File: src/rtl/vga_timing_pkg.sv
// Shared constants and region encoding for the 1024x768@60 raster timing generator.
package vga_timing_pkg;

  localparam int unsigned DEF_H_ACTIVE = 1024;
  localparam int unsigned DEF_H_FP     = 24;
  localparam int unsigned DEF_H_SYNC   = 136;
  localparam int unsigned DEF_H_BP     = 160;
  localparam int unsigned DEF_V_ACTIVE = 768;
  localparam int unsigned DEF_V_FP     = 3;
  localparam int unsigned DEF_V_SYNC   = 6;
  localparam int unsigned DEF_V_BP     = 29;

  localparam int unsigned H_TOTAL = DEF_H_ACTIVE + DEF_H_FP + DEF_H_SYNC + DEF_H_BP;
  localparam int unsigned V_TOTAL = DEF_V_ACTIVE + DEF_V_FP + DEF_V_SYNC + DEF_V_BP;

  localparam int unsigned COORD_W = 11;
  localparam logic [COORD_W-1:0] COORD_OFF = 11'h7FF;

  typedef enum logic [1:0] {
    ACT = 2'd0,
    FP  = 2'd1,
    SYN = 2'd2,
    BP  = 2'd3
  } region_e;

  // Region the counter enters when it takes the value cnt; holds otherwise.
  function automatic region_e region_step(input logic [COORD_W-1:0] cnt,
                                          input region_e             cur,
                                          input int unsigned         act_len,
                                          input int unsigned         fp_len,
                                          input int unsigned         sync_len);
    region_e r;
    r = cur;
    if (cnt == '0)
      r = ACT;
    else if (cnt == COORD_W'(act_len))
      r = FP;
    else if (cnt == COORD_W'(act_len + fp_len))
      r = SYN;
    else if (cnt == COORD_W'(act_len + fp_len + sync_len))
      r = BP;
    return r;
  endfunction

endpackage

File: src/rtl/ce_delay_line.sv
// Clock-enabled shift register with a reset value per bit; DEPTH = 0 is a wire.
module ce_delay_line #(
  parameter int unsigned     WIDTH   = 1,
  parameter int unsigned     DEPTH   = 1,
  parameter logic [WIDTH-1:0] RST_VAL = '0
) (
  input  logic             clk,
  input  logic             rst_n,
  input  logic             ce,
  input  logic [WIDTH-1:0] din_i,
  output logic [WIDTH-1:0] dout_o
);

  if (DEPTH == 0) begin : g_bypass
    assign dout_o = din_i;
  end else begin : g_pipe
    logic [WIDTH-1:0] stage_q [DEPTH];

    always_ff @(posedge clk or negedge rst_n) begin
      if (!rst_n) begin
        for (int unsigned i = 0; i < DEPTH; i++) stage_q[i] <= RST_VAL;
      end else if (ce) begin
        stage_q[0] <= din_i;
        for (int unsigned i = 1; i < DEPTH; i++) stage_q[i] <= stage_q[i-1];
      end
    end

    assign dout_o = stage_q[DEPTH-1];
  end

endmodule

File: src/rtl/vga_timing_gen.sv
// Raster scan generator: h/v counters with region tracking, forced-off-range
// coordinates in blanking, and sync/active delayed to line up with the rgb lookup.
module vga_timing_gen
  import vga_timing_pkg::*;
#(
  parameter int unsigned H_ACTIVE   = DEF_H_ACTIVE,
  parameter int unsigned H_FP       = DEF_H_FP,
  parameter int unsigned H_SYNC     = DEF_H_SYNC,
  parameter int unsigned H_BP       = DEF_H_BP,
  parameter int unsigned V_ACTIVE   = DEF_V_ACTIVE,
  parameter int unsigned V_FP       = DEF_V_FP,
  parameter int unsigned V_SYNC     = DEF_V_SYNC,
  parameter int unsigned V_BP       = DEF_V_BP,
  parameter logic        SYNC_POL   = 1'b0,
  parameter int unsigned SYNC_DELAY = 2
) (
  input  logic               clk,
  input  logic               rst_n,
  input  logic               ce,
  output logic [COORD_W-1:0] x,
  output logic [COORD_W-1:0] y,
  output logic               active,
  output logic               hsync,
  output logic               vsync,
  output logic               frame_start,
  output logic               line_start
);

  localparam int unsigned HT       = H_ACTIVE + H_FP + H_SYNC + H_BP;
  localparam int unsigned VT       = V_ACTIVE + V_FP + V_SYNC + V_BP;
  localparam logic        SYNC_OFF = ~SYNC_POL;
  localparam logic [2:0]  SYNC_RST = {1'b0, SYNC_OFF, SYNC_OFF};

  logic [COORD_W-1:0] h_cnt_q, h_cnt_d;
  logic [COORD_W-1:0] v_cnt_q, v_cnt_d;
  region_e            h_reg_q, h_reg_d;
  region_e            v_reg_q, v_reg_d;
  logic [COORD_W-1:0] x_q, x_d;
  logic [COORD_W-1:0] y_q, y_d;
  logic               fs_q, fs_d;
  logic               ls_q, ls_d;
  logic [2:0]         sync_q, sync_d;
  logic [2:0]         sync_dly;
  logic               visible_c;
  logic               h_wrap_c;
  logic               v_wrap_c;

  always_ff @(posedge clk or negedge rst_n) begin
    if (!rst_n) begin
      h_cnt_q <= '0;
      v_cnt_q <= '0;
      h_reg_q <= ACT;
      v_reg_q <= ACT;
      x_q     <= COORD_OFF;
      y_q     <= COORD_OFF;
      fs_q    <= 1'b0;
      ls_q    <= 1'b0;
      sync_q  <= SYNC_RST;
    end else begin
      h_cnt_q <= h_cnt_d;
      v_cnt_q <= v_cnt_d;
      h_reg_q <= h_reg_d;
      v_reg_q <= v_reg_d;
      x_q     <= x_d;
      y_q     <= y_d;
      fs_q    <= fs_d;
      ls_q    <= ls_d;
      sync_q  <= sync_d;
    end
  end

  // Counter/region advance and first output stage; start pulses self-clear.
  always_comb begin
    h_cnt_d   = h_cnt_q;
    v_cnt_d   = v_cnt_q;
    h_reg_d   = h_reg_q;
    v_reg_d   = v_reg_q;
    x_d       = x_q;
    y_d       = y_q;
    fs_d      = 1'b0;
    ls_d      = 1'b0;
    sync_d    = sync_q;
    visible_c = (h_reg_q == ACT) && (v_reg_q == ACT);
    h_wrap_c  = (h_cnt_q == COORD_W'(HT - 1));
    v_wrap_c  = (v_cnt_q == COORD_W'(VT - 1));
    if (ce) begin
      h_cnt_d = h_wrap_c ? '0 : h_cnt_q + COORD_W'(1);
      h_reg_d = region_step(h_cnt_d, h_reg_q, H_ACTIVE, H_FP, H_SYNC);
      if (h_wrap_c) begin
        v_cnt_d = v_wrap_c ? '0 : v_cnt_q + COORD_W'(1);
        v_reg_d = region_step(v_cnt_d, v_reg_q, V_ACTIVE, V_FP, V_SYNC);
      end
      x_d    = visible_c ? h_cnt_q : COORD_OFF;
      y_d    = visible_c ? v_cnt_q : COORD_OFF;
      fs_d   = (h_cnt_q == '0) && (v_cnt_q == '0);
      ls_d   = (h_cnt_q == '0) && (v_reg_q == ACT);
      sync_d = {visible_c,
                (h_reg_q == SYN) ? SYNC_POL : SYNC_OFF,
                (v_reg_q == SYN) ? SYNC_POL : SYNC_OFF};
    end
  end

  ce_delay_line #(
    .WIDTH  (3),
    .DEPTH  (SYNC_DELAY),
    .RST_VAL(SYNC_RST)
  ) u_sync_dly (
    .clk   (clk),
    .rst_n (rst_n),
    .ce    (ce),
    .din_i (sync_q),
    .dout_o(sync_dly)
  );

  assign x           = x_q;
  assign y           = y_q;
  assign frame_start = fs_q;
  assign line_start  = ls_q;
  assign active      = sync_dly[2];
  assign hsync       = sync_dly[1];
  assign vsync       = sync_dly[0];

endmodule
File: config.mk
export PLATFORM = sky130hd
export DESIGN_NAME = vga_timing_gen
export DESIGN_NICKNAME = d
export VERILOG_FILES = /design/src/rtl/vga_timing_pkg.sv /design/src/rtl/ce_delay_line.sv /design/src/rtl/vga_timing_gen.sv
export SDC_FILE = /design/constraint.sdc
export NUM_CORES = 1
export LEC_CHECK = 0
export CORE_ASPECT_RATIO = 1.1
export CORE_MARGIN = 1
export CORE_UTILIZATION = 40
export CTS_BUF_LIST = sky130_fd_sc_hd__clkbuf_4
export DETAILED_ROUTE_END_ITERATION = 8
export DONT_BUFFER_PORTS = 1
export PLACE_DENSITY = 0.53
export SKIP_LAST_GASP = 1
export SLEW_MARGIN = 20
export SYNTH_ARGS = -nofsm -noshare
export SYNTH_HDL_FRONTEND = slang
export SYNTH_SLANG_ARGS = --single-unit
export TNS_END_PERCENT = 5
File: constraint.sdc
create_clock -name clk -period 4.8 [get_ports clk]
set_input_delay 1.44 -clock clk [delete_from_list [all_inputs] [get_ports clk]]
set_output_delay 1.44 -clock clk [all_outputs]
set_load 0.02 [all_outputs]
==> summary.md <==
| Metric | Value |
|---|---|
| Status | completed |
| Sequential share of power | 48.5% |
| Fill count | 755 |
| Hold WC Path Type | reg -> reg |
| Worst-Margin Slew | 1099 ps |
| Initial Utilization | 42.29% |
| Worst setup EP type | register |
| Setup_tns | 0 ps |
| Async set-reset flop share out of synthesis | 100.0% |
| CP cell instances | ha_1 > nand4_1 > or4_1 > a22oi_2 > nand3_1 > a2111oi_4 > o21ai_1 > a32o_1 |
| Area Growth Syn to Fin | 6.036% |
| Global Route Usage Sum | 19.03% |
| Hold Crit Depth | 1 |
| Initial DRC Count | 154 |
| Max clock buf depth | 2 |
| Number of synthesized register bits | 59 |
| Layout cell share with drive strength beyond 1 | 17.59% |
| Cell with the most instances after synthesis | dfrtp_1 |
| Gate Count Post-Synth | 319 |
| First-pass GRT wire length | 12130 um |
| Slowest CP cell | dfrtp_1 |
| Port Buffers | 0 |
| Number of global-route vias before repair | 2293 |
| Peak supply drop | 0.0001578 V |
| Slew HR | 26.49% |
| Die width | 87.46 um |
| Sequential area share after synthesis | 47.04% |
| FF-to-FF setup slack | 2090 ps |
| Initial antenna violation count | 0 |
| Largest net degree at the start of global routing | 60 |
| Worst Setup Path Type | reg -> reg |
| Startpoint of the worst hold path | h_reg_q[1] |
| Final Slew Violations | 0 |
| Sw Ratio | 28.41% |
| # DRC | 0 |
| Antenna diodes | 0 |
| P_int | 0.9483 mW |
| Placed Area | 3204 um^2 |
| Skew final | 17.08 ps |
| Max frequency | 0.3696 GHz |
| P_leak | 1.280 nW |
| Number of max-cap violations | 0 |
| Logic pwr share | 13.1% |
| Switching power | 0.3763 mW |
| Fin crit period | 2706 ps |
| Final setup fails | 0 |
| EDFF count, synth | 0 |
| Crit path DAT | 3000 ps |
| Core area | 7597 um^2 |
| CTS tree | done |
| Clock power share | 38.5% |
| Clock root buffer | clkbuf_4 |
| RSZ-0062 raised after global routing | false |
| Layout Nets | 311 |
| Post-DRT Antenna Nets | 0 |
| WHS | 455.2 ps |
| Finished Cell Area | 3407 um^2 |
| RR Startpoint | h_cnt_q[0] |
| Routed vias | 2373 |
| Worst Path Required | 5100 ps |
| Critical Path Start | h_cnt_q[0] |
| YS warnings | 0 |
| Hold buffers post-CTS | 0 |
| Worst r2r path cells | 8 |
| Congestion Overflow GR | 0 |
| Count of cell types in the netlist | 58 |
| Main synth FF type | dfrtp_1 |
| Routed WL per cell | 17.30 um |
| Clock sinks | 59 |
| Placer congestion estimate | 0.7886 |
| HPWL Detailed | 4617 um |
| Via density | 5.760 |
| Post-CTS sizing | 0 |
| Top cells by count, synth | 31 x dfrtp_1, 28 x dfstp_2, 22 x nor2_1, 22 x o22a_1, 21 x nand2_1 |
| H-Tree Depth | 3 |
| Synth top area share | 24.14% |
| Num ports | 30 |
| Syn Nets | 328 |
| Final hold vios | 0 |
| Die Area | 8396 um^2 |
| Clk_lat worst skew | 400 ps |
| Cell Area, Synth | 3213 um^2 |
| Core Rows | 33 |
| CTS Buf Count | 9 |
| Worst setup SP type | register |
| Drt pass-1 iters | 4 |
| Slowest stage delay, CP | 470 ps |
| Final period util | 56.37% |
| Clock transition at path regs | 110 ps |
| Final WL | 7126 um |
| Largest area contributor in the netlist | dfrtp_1 |
| Ranking of synthesized cells by area | dfrtp_1 24%, dfstp_2 23%, o22a_1 6.0% |
| Post-CTS setup buffer count | 0 |
| Critical path peak fanout | 13 |
| Cell Pwr Density | 388.8 nW/um^2 |
| Die height | 96 um |
| Post-Syn Area per Cell | 10.07 um^2 |
path summary, 6_finish.rpt:
path                                                 to
setup / recovery                             h_reg_q[0]
hold / removal                                sync_q[1]
setup reg to reg                             h_reg_q[0]
hold reg to reg                               sync_q[1]
max in group asynchronous  u_sync_dly.g_pipe.stage_q[3]
min in group asynchronous                    h_cnt_q[2]
area by class of cell:
type,count,area [um^2],share of cell area [%]
flip-flops and latches,59,1511,44.36
clock inverters,6,127.6,3.746
inverters,12,45.04,1.322
multi-input cells,220,1516,44.51
well taps,105,131.4,3.856
clock buffers,10,75.07,2.203
flip-flops by register name, summed over array words and instances, names as in the netlist, 2 cells and up:
signal                     cells
v_cnt_q                       11
h_cnt_q                       11
y                             11
h_reg_q                        2
u_sync_dly.g_pipe.stage_q      3
v_reg_q                        2
u_sync_dly.dout_o              3
x                             11
sync_q                         3
cells by family after synthesis:
family                   count (synthesis)  synth area share (%)
AND/OR/NAND/NOR                        108                 18.46
AO/OA/AOI/OAI                           82                 19.20
flip-flops                              59                 47.04
buffers and inverters                   40                 5.763
XOR/XNOR                                14                 3.816
multiplexers                            10                 3.388
adder cells (fa/ha/maj)                  6                 2.336
metrics by stage:
stage,std cells,utilization (%),setup WS (ps),total power [mW]
final,412,44.85,2094,1.325
after global routing,412,44.85,1850,1.396
after CTS,412,44.85,2096,1.337
after detailed placement,396,42.18,1927,0.8241
after global placement,396,42.18,1992,0.8224
after floorplan,319,-,2397,0.7965
placed cells by master (no fill, tap or decap), types with 2 or more instances in the layout:
cell type and count:
a21oi_1 6, bufinv_16 4, a31oi_1 8, a21o_1 3, nor2_1 22, dfstp_2 28
nor4_1 5, ha_1 6, o211ai_1 2, xor2_1 4, inv_1 12, and2_1 3
o2111ai_1 2, o21ai_0 17, a211oi_1 3, nand2_1 21, mux2_2 7, xnor2_1 10
nor3_1 10, nor4b_1 2, clkinv_1 2, a211o_1 2, clkbuf_4 10, dfrtp_1 31
and3_1 5, o31ai_1 4, nand3_1 11, a32o_1 2, mux2i_1 3, o22a_1 22
and4_1 3, nand2b_1 5, nand4_1 10
routing by layer:
layer / vias to the layer above / global-route usage (%) / share of wire (%)
met5: - / 0 / 0
met3: 7 / 5.060 / 4.0
li1: 1136 / - / -
met4: 0 / 6.148 / 1.2
met2: 36 / 31.58 / 50
met1: 1194 / 24.17 / 45
worst max-delay path: cells and delay by family, from the launching register on:
kind                       cells  cell delay (ps)
and+or+nand+nor                3              760
AOI/OAI and AO/OA              4              930
adders and majority gates      1              460
DFF                            1              470
power by group through the flow:
stage | combinational [mW] | clock [mW] | sequential [mW]
floorplan | 0.211 | 0 | 0.585
global placement | 0.171 | 0 | 0.651
detailed placement | 0.173 | 0 | 0.651
CTS | 0.174 | 0.521 | 0.642
global route | 0.195 | 0.547 | 0.654
finish | 0.173 | 0.510 | 0.642
Note: power is estimated with default switching activity, not from simulation.
